## src/rtl/pipelined_long_divider_if.sv

```systemverilog
// Operand/result bundle for the pipelined long divider.
// master: issues operands and observes results (arithmetic unit front end).
// slave : the divider itself.
//   dividend_i, divisor_i : unsigned operands
//   valid_entry_i         : operands valid this cycle
//   quotient_o            : unsigned quotient
//   remainder_o           : unsigned remainder
//   divide_by_zero_o      : divisor was zero, qualified by data_valid_o
//   data_valid_o          : results valid this cycle
interface pipelined_long_divider_if #(
    parameter int unsigned DATA_WIDTH = 16
) ();
    logic [DATA_WIDTH-1:0] dividend_i;
    logic [DATA_WIDTH-1:0] divisor_i;
    logic                  valid_entry_i;
    logic [DATA_WIDTH-1:0] quotient_o;
    logic [DATA_WIDTH-1:0] remainder_o;
    logic                  divide_by_zero_o;
    logic                  data_valid_o;

    modport master (
        output dividend_i, divisor_i, valid_entry_i,
        input  quotient_o, remainder_o, divide_by_zero_o, data_valid_o
    );

    modport slave (
        input  dividend_i, divisor_i, valid_entry_i,
        output quotient_o, remainder_o, divide_by_zero_o, data_valid_o
    );
endinterface

```

## src/rtl/pipelined_long_divider.sv

```systemverilog
// Unsigned pipelined restoring long divider.
// Each of PIPELINE_DEPTH register stages resolves DATA_WIDTH/PIPELINE_DEPTH
// quotient bits MSB-first; one operation accepted per enabled cycle, latency
// PIPELINE_DEPTH enabled cycles, no backpressure.
// Ports:
//   clk_i    : rising-edge clock
//   rst_n_i  : asynchronous active-low reset, clears every stage
//   clk_en_i : global enable, low freezes all registers
//   bus      : operand/result bundle (slave side)
module pipelined_long_divider #(
    parameter int unsigned DATA_WIDTH     = 16,
    parameter int unsigned PIPELINE_DEPTH = 4
) (
    input  logic                     clk_i,
    input  logic                     rst_n_i,
    input  logic                     clk_en_i,
    pipelined_long_divider_if.slave  bus
);
    localparam int unsigned DW             = DATA_WIDTH;
    localparam int unsigned BITS_PER_STAGE = DATA_WIDTH / PIPELINE_DEPTH;
    localparam int unsigned LAST           = PIPELINE_DEPTH - 1;

    // Reject configurations that would leave quotient bits unresolved.
    if ((PIPELINE_DEPTH == 0) || (DATA_WIDTH % PIPELINE_DEPTH != 0)) begin : g_bad_cfg
        $error("DATA_WIDTH must be a multiple of PIPELINE_DEPTH (>=1)");
    end

    // Stage registers: partial remainder (one guard bit), unconsumed dividend
    // bits, divisor, quotient so far, divide-by-zero flag, valid bit.
    logic [DW:0]   rem_q [PIPELINE_DEPTH];
    logic [DW-1:0] dvd_q [PIPELINE_DEPTH];
    logic [DW-1:0] dvs_q [PIPELINE_DEPTH];
    logic [DW-1:0] quo_q [PIPELINE_DEPTH];
    logic          dbz_q [PIPELINE_DEPTH];
    logic          vld_q [PIPELINE_DEPTH];

    // Stage inputs and next-state values.
    logic [DW:0]   rem_s [PIPELINE_DEPTH];
    logic [DW-1:0] dvd_s [PIPELINE_DEPTH];
    logic [DW-1:0] dvs_s [PIPELINE_DEPTH];
    logic [DW-1:0] quo_s [PIPELINE_DEPTH];
    logic          dbz_s [PIPELINE_DEPTH];
    logic          vld_s [PIPELINE_DEPTH];

    logic [DW:0]   rem_d [PIPELINE_DEPTH];
    logic [DW-1:0] dvd_d [PIPELINE_DEPTH];
    logic [DW-1:0] dvs_d [PIPELINE_DEPTH];
    logic [DW-1:0] quo_d [PIPELINE_DEPTH];
    logic          dbz_d [PIPELINE_DEPTH];
    logic          vld_d [PIPELINE_DEPTH];

    // Restoring division iterations for every stage.
    always_comb begin
        logic [DW:0]   rem;
        logic [DW-1:0] dvd;
        logic [DW-1:0] quo;

        rem   = '0;
        dvd   = '0;
        quo   = '0;
        rem_s = '{default: '0};
        dvd_s = '{default: '0};
        dvs_s = '{default: '0};
        quo_s = '{default: '0};
        dbz_s = '{default: 1'b0};
        vld_s = '{default: 1'b0};
        rem_d = '{default: '0};
        dvd_d = '{default: '0};
        dvs_d = '{default: '0};
        quo_d = '{default: '0};
        dbz_d = '{default: 1'b0};
        vld_d = '{default: 1'b0};

        // Stage 0 consumes the operands directly with an empty partial remainder.
        rem_s[0] = '0;
        dvd_s[0] = bus.dividend_i;
        dvs_s[0] = bus.divisor_i;
        quo_s[0] = '0;
        dbz_s[0] = bus.valid_entry_i && (bus.divisor_i == '0);
        vld_s[0] = bus.valid_entry_i;

        for (int unsigned k = 1; k < PIPELINE_DEPTH; k++) begin
            rem_s[k] = rem_q[k-1];
            dvd_s[k] = dvd_q[k-1];
            dvs_s[k] = dvs_q[k-1];
            quo_s[k] = quo_q[k-1];
            dbz_s[k] = dbz_q[k-1];
            vld_s[k] = vld_q[k-1];
        end

        for (int unsigned k = 0; k < PIPELINE_DEPTH; k++) begin
            rem = rem_s[k];
            dvd = dvd_s[k];
            quo = quo_s[k];
            for (int unsigned i = 0; i < BITS_PER_STAGE; i++) begin
                rem = {rem[DW-1:0], dvd[DW-1]};
                dvd = {dvd[DW-2:0], 1'b0};
                if (rem >= {1'b0, dvs_s[k]}) begin
                    rem = rem - {1'b0, dvs_s[k]};
                    quo = {quo[DW-2:0], 1'b1};
                end else begin
                    quo = {quo[DW-2:0], 1'b0};
                end
            end
            rem_d[k] = rem;
            dvd_d[k] = dvd;
            dvs_d[k] = dvs_s[k];
            quo_d[k] = quo;
            dbz_d[k] = dbz_s[k];
            vld_d[k] = vld_s[k];
        end

        // A zero divisor already yields all-ones and R == dividend, since every
        // dividend bit is shifted into R; the quotient is pinned regardless.
        if (dbz_d[LAST]) begin
            quo_d[LAST] = '1;
        end
        // Bubbles leave zeroed results so outputs only show real data.
        if (!vld_d[LAST]) begin
            quo_d[LAST] = '0;
            rem_d[LAST] = '0;
        end
    end

    // Stage registers; clk_en_i low freezes the whole pipe, valid bits included.
    always_ff @(posedge clk_i or negedge rst_n_i) begin
        if (!rst_n_i) begin
            rem_q <= '{default: '0};
            dvd_q <= '{default: '0};
            dvs_q <= '{default: '0};
            quo_q <= '{default: '0};
            dbz_q <= '{default: 1'b0};
            vld_q <= '{default: 1'b0};
        end else if (clk_en_i) begin
            rem_q <= rem_d;
            dvd_q <= dvd_d;
            dvs_q <= dvs_d;
            quo_q <= quo_d;
            dbz_q <= dbz_d;
            vld_q <= vld_d;
        end
    end

    assign bus.quotient_o       = quo_q[LAST];
    assign bus.remainder_o      = rem_q[LAST][DW-1:0];
    assign bus.divide_by_zero_o = dbz_q[LAST];
    assign bus.data_valid_o     = vld_q[LAST];
endmodule

```

## src/flat_wrapper.sv

```systemverilog
// flat-port wrapper written by rule: the top's interface ports become plain ports
module pipelined_long_divider_flat 
#(
    parameter int unsigned DATA_WIDTH     = 16,
    parameter int unsigned PIPELINE_DEPTH = 4
)
  (clk_i, rst_n_i, clk_en_i, bus_dividend_i, bus_divisor_i, bus_valid_entry_i, bus_quotient_o, bus_remainder_o, bus_divide_by_zero_o, bus_data_valid_o);
  pipelined_long_divider_if #(.DATA_WIDTH(DATA_WIDTH)) bus_i ();
  input  logic clk_i;
  input  logic rst_n_i;
  input  logic clk_en_i;
  input wire logic [$bits(bus_i.dividend_i)-1:0] bus_dividend_i;
  input wire logic [$bits(bus_i.divisor_i)-1:0] bus_divisor_i;
  input wire logic [$bits(bus_i.valid_entry_i)-1:0] bus_valid_entry_i;
  output wire logic [$bits(bus_i.quotient_o)-1:0] bus_quotient_o;
  output wire logic [$bits(bus_i.remainder_o)-1:0] bus_remainder_o;
  output wire logic [$bits(bus_i.divide_by_zero_o)-1:0] bus_divide_by_zero_o;
  output wire logic [$bits(bus_i.data_valid_o)-1:0] bus_data_valid_o;
  assign bus_i.dividend_i = bus_dividend_i;
  assign bus_i.divisor_i = bus_divisor_i;
  assign bus_i.valid_entry_i = bus_valid_entry_i;
  assign bus_quotient_o = bus_i.quotient_o;
  assign bus_remainder_o = bus_i.remainder_o;
  assign bus_divide_by_zero_o = bus_i.divide_by_zero_o;
  assign bus_data_valid_o = bus_i.data_valid_o;
  pipelined_long_divider #(.DATA_WIDTH(DATA_WIDTH), .PIPELINE_DEPTH(PIPELINE_DEPTH)) u_core (.clk_i(clk_i), .rst_n_i(rst_n_i), .clk_en_i(clk_en_i), .bus(bus_i));
endmodule
```

## config.mk

```make
export PLATFORM = sky130hd
export DESIGN_NAME = pipelined_long_divider_flat
export DESIGN_NICKNAME = d
export VERILOG_FILES = /design/src/rtl/pipelined_long_divider_if.sv /design/src/rtl/pipelined_long_divider.sv /design/src/flat_wrapper.sv
export SDC_FILE = /design/constraint.sdc
export NUM_CORES = 1
export LEC_CHECK = 0
export BUFFER_PORTS_ARGS = -buffer_cell sky130_fd_sc_hd__buf_2
export CORE_UTILIZATION = 45
export CTS_CLUSTER_DIAMETER = 30
export CTS_CLUSTER_SIZE = 28
export DETAILED_ROUTE_END_ITERATION = 6
export PLACE_DENSITY_LB_ADDON = 0.15
export SETUP_SLACK_MARGIN = 0.05
export SYNTH_ARGS = -nofsm -noshare
export SYNTH_HDL_FRONTEND = slang
export SYNTH_SLANG_ARGS = --single-unit
```

## constraint.sdc

```tcl
create_clock -name clk_i -period 24.2 [get_ports clk_i]
set_clock_uncertainty 0.15 [all_clocks]
set_input_delay 4.84 -clock clk_i [delete_from_list [all_inputs] [get_ports clk_i]]
set_output_delay 4.84 -clock clk_i [all_outputs]
set_load 0.05 [all_outputs]
```

Word level (Yosys, flattened, before mapping). Index checks and enable logic that the tools add are counted.

$add $sub $neg: 16. $lt $le $gt $ge: 16. Muxes and demuxes: 35. Reduce and logical (&&, ||, !) cells: 2.

Operators by type and width (count): $mux W16 (19); $ge A17 B16 Y1 (15); $sub A16 B16 Y16 (15); $ge A1 B16 Y1 (1); $logic_not A16 Y1 (1); $mux W1 (16); $sub A1 B16 Y16 (1); $logic_and A1 B1 Y1 (1).

Bits in registers: 184. Input port bits: 36. Output and inout port bits: 34. Logic and storage cells: 91.

Logic depth before layout (Yosys ltp).
Depth after elaboration: 10. Mapped depth: 47.

Worst setup path before layout. Ideal clock, no wire load.

Path kind: input to register. Start: in bus_dividend_i[15]. End: reg u_core.rem_q[58] (netlist bit). Setup time: 137 ps. Arrival: 12586 ps. Path slack: 11327 ps. Stages on the path: 39. Path through: inv_1 -> ha_1 -> inv_1 -> ha_1 -> clkbuf_1 -> a21oi_1 -> nor2_1 -> mux2i_1 -> ha_1 -> nor2b_1 -> o31a_1 -> o311ai_1 -> a2111oi_0 -> nor3b_2 -> clkbuf_1 -> o21ai_0 -> ha_1 -> nand2b_1 -> (+3 left out) -> nand4_1 -> a21oi_1 -> a21o_1 -> buf_2 -> buf_2 -> mux2_2 -> ha_1 -> o21ai_0 -> a21boi_0 -> o21ai_0 -> a211oi_1 -> o21bai_1 -> a31o_2 -> o211ai_1 -> buf_2 -> buf_4 -> mux2i_1 -> a21oi_1.

Cells in the longest elaborated chain, start to end: 8. Elaborated cells between the ends (all ways): 12. Classes of those cells: add/sub (4); order compare (4); mux (4).

RTL lines: start, declared (line flat_wrapper.sv:12) `input wire logic [$bits(bus_i.dividend_i)-1:0] bus_dividend_i;`; $sub A1 B16 Y16 / $ge A1 B16 Y1 (equally long branches) (line pipelined_long_divider.sv:99, pipelined_long_divider.sv:98); $mux W16 * (line pipelined_long_divider.sv:98) `if (rem >= {1'b0, dvs_s[k]}) begin`; $sub A16 B16 Y16 / $ge A17 B16 Y1 (equally long branches) (line pipelined_long_divider.sv:99, pipelined_long_divider.sv:98); $mux W16 * (line pipelined_long_divider.sv:98); $sub A16 B16 Y16 / $ge A17 B16 Y1 (equally long branches) (line pipelined_long_divider.sv:99, pipelined_long_divider.sv:98); $mux W16 * (line pipelined_long_divider.sv:98); $sub A16 B16 Y16 / $ge A17 B16 Y1 (equally long branches) (line pipelined_long_divider.sv:99, pipelined_long_divider.sv:98); $mux W16 * (line pipelined_long_divider.sv:98); end signal, assigned (line pipelined_long_divider.sv:135) `rem_q <= rem_d;`; end, declared (line pipelined_long_divider.sv:30) `logic [DW:0] rem_q [PIPELINE_DEPTH];`.

Mark *: on every way between the ends. The rest lies on a longest branch, timed or not. A chain may end at the register's enable or synchronous reset.

Worst setup path in the final report.
Start: in bus_divisor_i[1]. End: reg u_core.rem_q[51] (netlist bit).

Cells in the longest elaborated chain, start to end: 8. Elaborated cells between the ends (all ways): 11. Classes of those cells: add/sub (3); order compare (4); mux (4).

RTL lines: start, declared (line flat_wrapper.sv:13) `input wire logic [$bits(bus_i.divisor_i)-1:0] bus_divisor_i;`; $sub A1 B16 Y16 / $ge A1 B16 Y1 (equally long branches) (line pipelined_long_divider.sv:99, pipelined_long_divider.sv:98); $mux W16 (line pipelined_long_divider.sv:98); $sub A16 B16 Y16 / $ge A17 B16 Y1 (equally long branches) (line pipelined_long_divider.sv:99, pipelined_long_divider.sv:98); $mux W16 (line pipelined_long_divider.sv:98); $sub A16 B16 Y16 / $ge A17 B16 Y1 (equally long branches) (line pipelined_long_divider.sv:99, pipelined_long_divider.sv:98); $mux W16 (line pipelined_long_divider.sv:98); $ge A17 B16 Y1 * (line pipelined_long_divider.sv:98); $mux W16 * (line pipelined_long_divider.sv:98).

Marks and branches as above.

==> results.md <==
- Status: finished, final reports clean
- Fin crit period: 13820 ps
- Worst Setup EP: u_core.rem_q[51]$_DFFE_PN0P_
- Slew @ Worst Pin: 1324 ps
- H-tree depth: 4
- RSZ-0062 raised after global routing: no
- Area Growth Syn to Fin: 5.468%
- Drt pass-1 iters: 5
- CTS tree: built
- Via/cell ratio: 6.054
- Number of global-route vias before repair: 18890
- Synth cell types: 102
- CP startpoint: bus_divisor_i[1]
- Most common cell in the synthesized netlist: ha_1
- Crit. path cell count: 34
- DRC viols: 0
- Post-CTS Resized: 0
- Final Slew Violations: 0
- Critical path type: input port to flip-flop
- Post-Route Setup TNS: 0 ps
- Clk buf depth: 2
- Crit-path max FO: 19
- Worst r2r src: u_core.dvs_d[30]$_DFFE_PN0P_
- R2R Path End: u_core.rem_q[21]$_DFFE_PN0P_
- # diodes: 0
- IO Pins: 70
- Clock slew at reported path FFs: 80 ps
- Total grt overflow: 0
- Fillers: 4754
- Chip width: 222.5 um
- R2r setup slk: 12030 ps
- Top FF cell, synth: dfrtp_1
- Area leader, netlist: dfrtp_1
- Critical path endpoint category: flip-flop
- Critical Path RT: 24410 ps
- Critical Path Source Type: input port
- Root Buffer: clkbuf_16
- Nets: 2961
- Routed len/inst: 19.84 um
- Yosys top cell area share: 21.05%
- Mapped cell area: 0.02187 mm^2
- Hold_buf cts: 0
- Tot GR Track Use: 26.35%
- Part of the Yosys area used for sequential elements: 21.05%
- Pin count of the biggest net entering global routing: 117
- Number of antenna violations at the first check in global routing: 1
- Rows: 80
- Routed wire length: 65400 um
- Std-Cell Core Area: 0.04785 mm^2
- CTS buffer count: 17
- Initial Util: 45.72%
- Buffers & Inverters on Critical Path: 4
- CP peak stage delay: 570 ps
- Max-cap violations: 0
- Final Cycle Share: 57.09%
- Crit path DAT: 14030 ps
- Placed wire-length estimate: 51970 um
- Final core utilization: 48.22%
- CTS sink cnt: 184
- EDFF count, synth: 0
- Final Setup Violations: 0
- Maximum clock rate: 0.07238 GHz
- Slowest-stage cell, CP: a21o_1
- Hold Crit Class: flip-flop to flip-flop
- Worst-Skew Late Latency: 480 ps
- Yosys warnings: 0
- IO Port Bufs: 69
- Mapped Cells: 2680
- Synth Area per Inst: 8.162 um^2
- First-pass GRT wire length: 103700 um
- Share of post-route cells with drive strength above 1: 10.48%
- Ys async rst share: 100.0%
- Die Ht: 222.5 um
- Initial DRC count: 1235
- CP top delay family: compound AO/OA/AOI/OAI gates
- Post-CTS Setup Repair Bufs: 0
- Slew HR: 11.72%
- Synthesis-stage register bit count: 184
- FF-to-FF path depth: 36
- Syn nets: 2973
- Most frequent cells after synthesis: 242 x ha_1, 224 x inv_1, 197 x nor2_1
- ANT nets after route: 0
- RD Place Congestion: 0.9815
- Die area: 0.04949 mm^2
- Hold Vio Cnt, Final: 0
- Top cells by area, synth: dfrtp_1 21%, ha_1 14%, mux2_2 5.7%
- Via count: 19950
==> per-layer routing <==
layer  track usage [%]  vias to the layer above  routed length (um)
li1                  -                     9796                   -
met1             36.95                     9582               31630
met2             42.78                      487               29770
met3             2.975                       88                2680
met4             7.030                        0                1315
met5                 0                        -                   0
==> stage by stage <==
step | setup WS [ps] | cells | hold slack [ps] | cell area, um^2
2_1_floorplan | 11330 | 2680 | 290.9 | 21870
3_3_place_gp | 10360 | 3264 | 310.3 | 22500
3_5_place_dp | 10040 | 3264 | 314.4 | 22500
4_1_cts | 10520 | 3296 | 330.9 | 23070
5_1_grt | 9522 | 3296 | 347.7 | 23070
6_report | 10380 | 3296 | 329.0 | 23070
==> flip-flops by register name (all words and copies together) (netlist names) <==
register,count
u_core.dvd_d,12
u_core.bus.quotient_o,16
u_core.bus.divide_by_zero_o,1
u_core.vld_d,3
u_core.rem_q,48
u_core.dvs_d,48
u_core.quo_q,24
u_core.bus.remainder_o,16
u_core.bus.data_valid_o,1
u_core.dvd_q,12
u_core.dbz_d,3
==> kinds of logic after synthesis <==
logic type	synth area share, %
AOI/OAI and AO/OA	25.47
and+or+nand+nor	16.86
buffers and inverters	6.584
adders and majority gates	15.22
DFF	21.05
muxes	8.695
xor gates and xnor gates	6.126
==> how the worst min path moves through the flow <==
stage / from / to / slack, ps / cells after the start
6_report: u_core.dvs_d[24]$_DFFE_PN0P_ / u_core.dvs_d[8]$_DFFE_PN0P_ / 330 / 2
2_1_floorplan: u_core.dbz_d[2]$_DFFE_PN0P_ / u_core.dbz_d[2]$_DFFE_PN0P_ / 290 / 2
5_1_grt: u_core.bus.data_valid_o$_DFFE_PN0P_ / u_core.bus.data_valid_o$_DFFE_PN0P_ / 350 / 1
3_3_place_gp: u_core.bus.data_valid_o$_DFFE_PN0P_ / u_core.bus.data_valid_o$_DFFE_PN0P_ / 310 / 1
4_1_cts: u_core.dvs_d[21]$_DFFE_PN0P_ / u_core.dvs_d[5]$_DFFE_PN0P_ / 330 / 2
3_5_place_dp: u_core.dvs_d[21]$_DFFE_PN0P_ / u_core.dvs_d[5]$_DFFE_PN0P_ / 310 / 2
==> layout make-up <==
type / instances / area, um^2 / area share (%)
multi-input cells: 2159 / 15830 / 68.61
flip-flops and latches: 184 / 4604 / 19.96
inverters: 225 / 844.6 / 3.661
well taps: 615 / 769.5 / 3.336
repair buffers: 81 / 452.9 / 1.963
clock buffers: 18 / 429.2 / 1.860
clock inverters: 14 / 140.1 / 0.6074
==> cells in the final DEF, fill, tap and decap left out, types with 12 or more instances in the layout <==
cell and n:
and3_1 20, clkbuf_16 17, nor2_1 197, nand2_1 188, mux2i_1 58, o211ai_1 32, nand4_1 44, o21ai_0 191
o21bai_1 18, buf_2 67, nor2b_1 47, dfrtp_1 184, nand3_1 67, buf_4 12, nand2b_1 24, a211oi_1 25
o21ai_1 21, xor2_1 44, a31oi_1 33, mux2_2 111, a21o_1 57, a21oi_1 185, and2_1 17, fa_1 15
nor4_1 13, ha_1 242, o31ai_1 34, nor3_1 65, inv_1 224, a21boi_0 13, or3_1 13, o21a_1 44
xnor2_1 109, or2_2 15
==> worst reg2reg max path, delay by kind of cell (launching register included) <==
family	cells	cell delay, ps
multiplexers	2	940
flip-flops	1	440
buffers and inverters	3	670
AND/OR/NAND/NOR	7	1330
AO/OA/AOI/OAI	20	7220
adder cells (fa/ha/maj)	4	1350
Power is left out: the tool's default activity adds up to more than one toggle a clock period on the data nets, which glitch-free logic cannot reach.
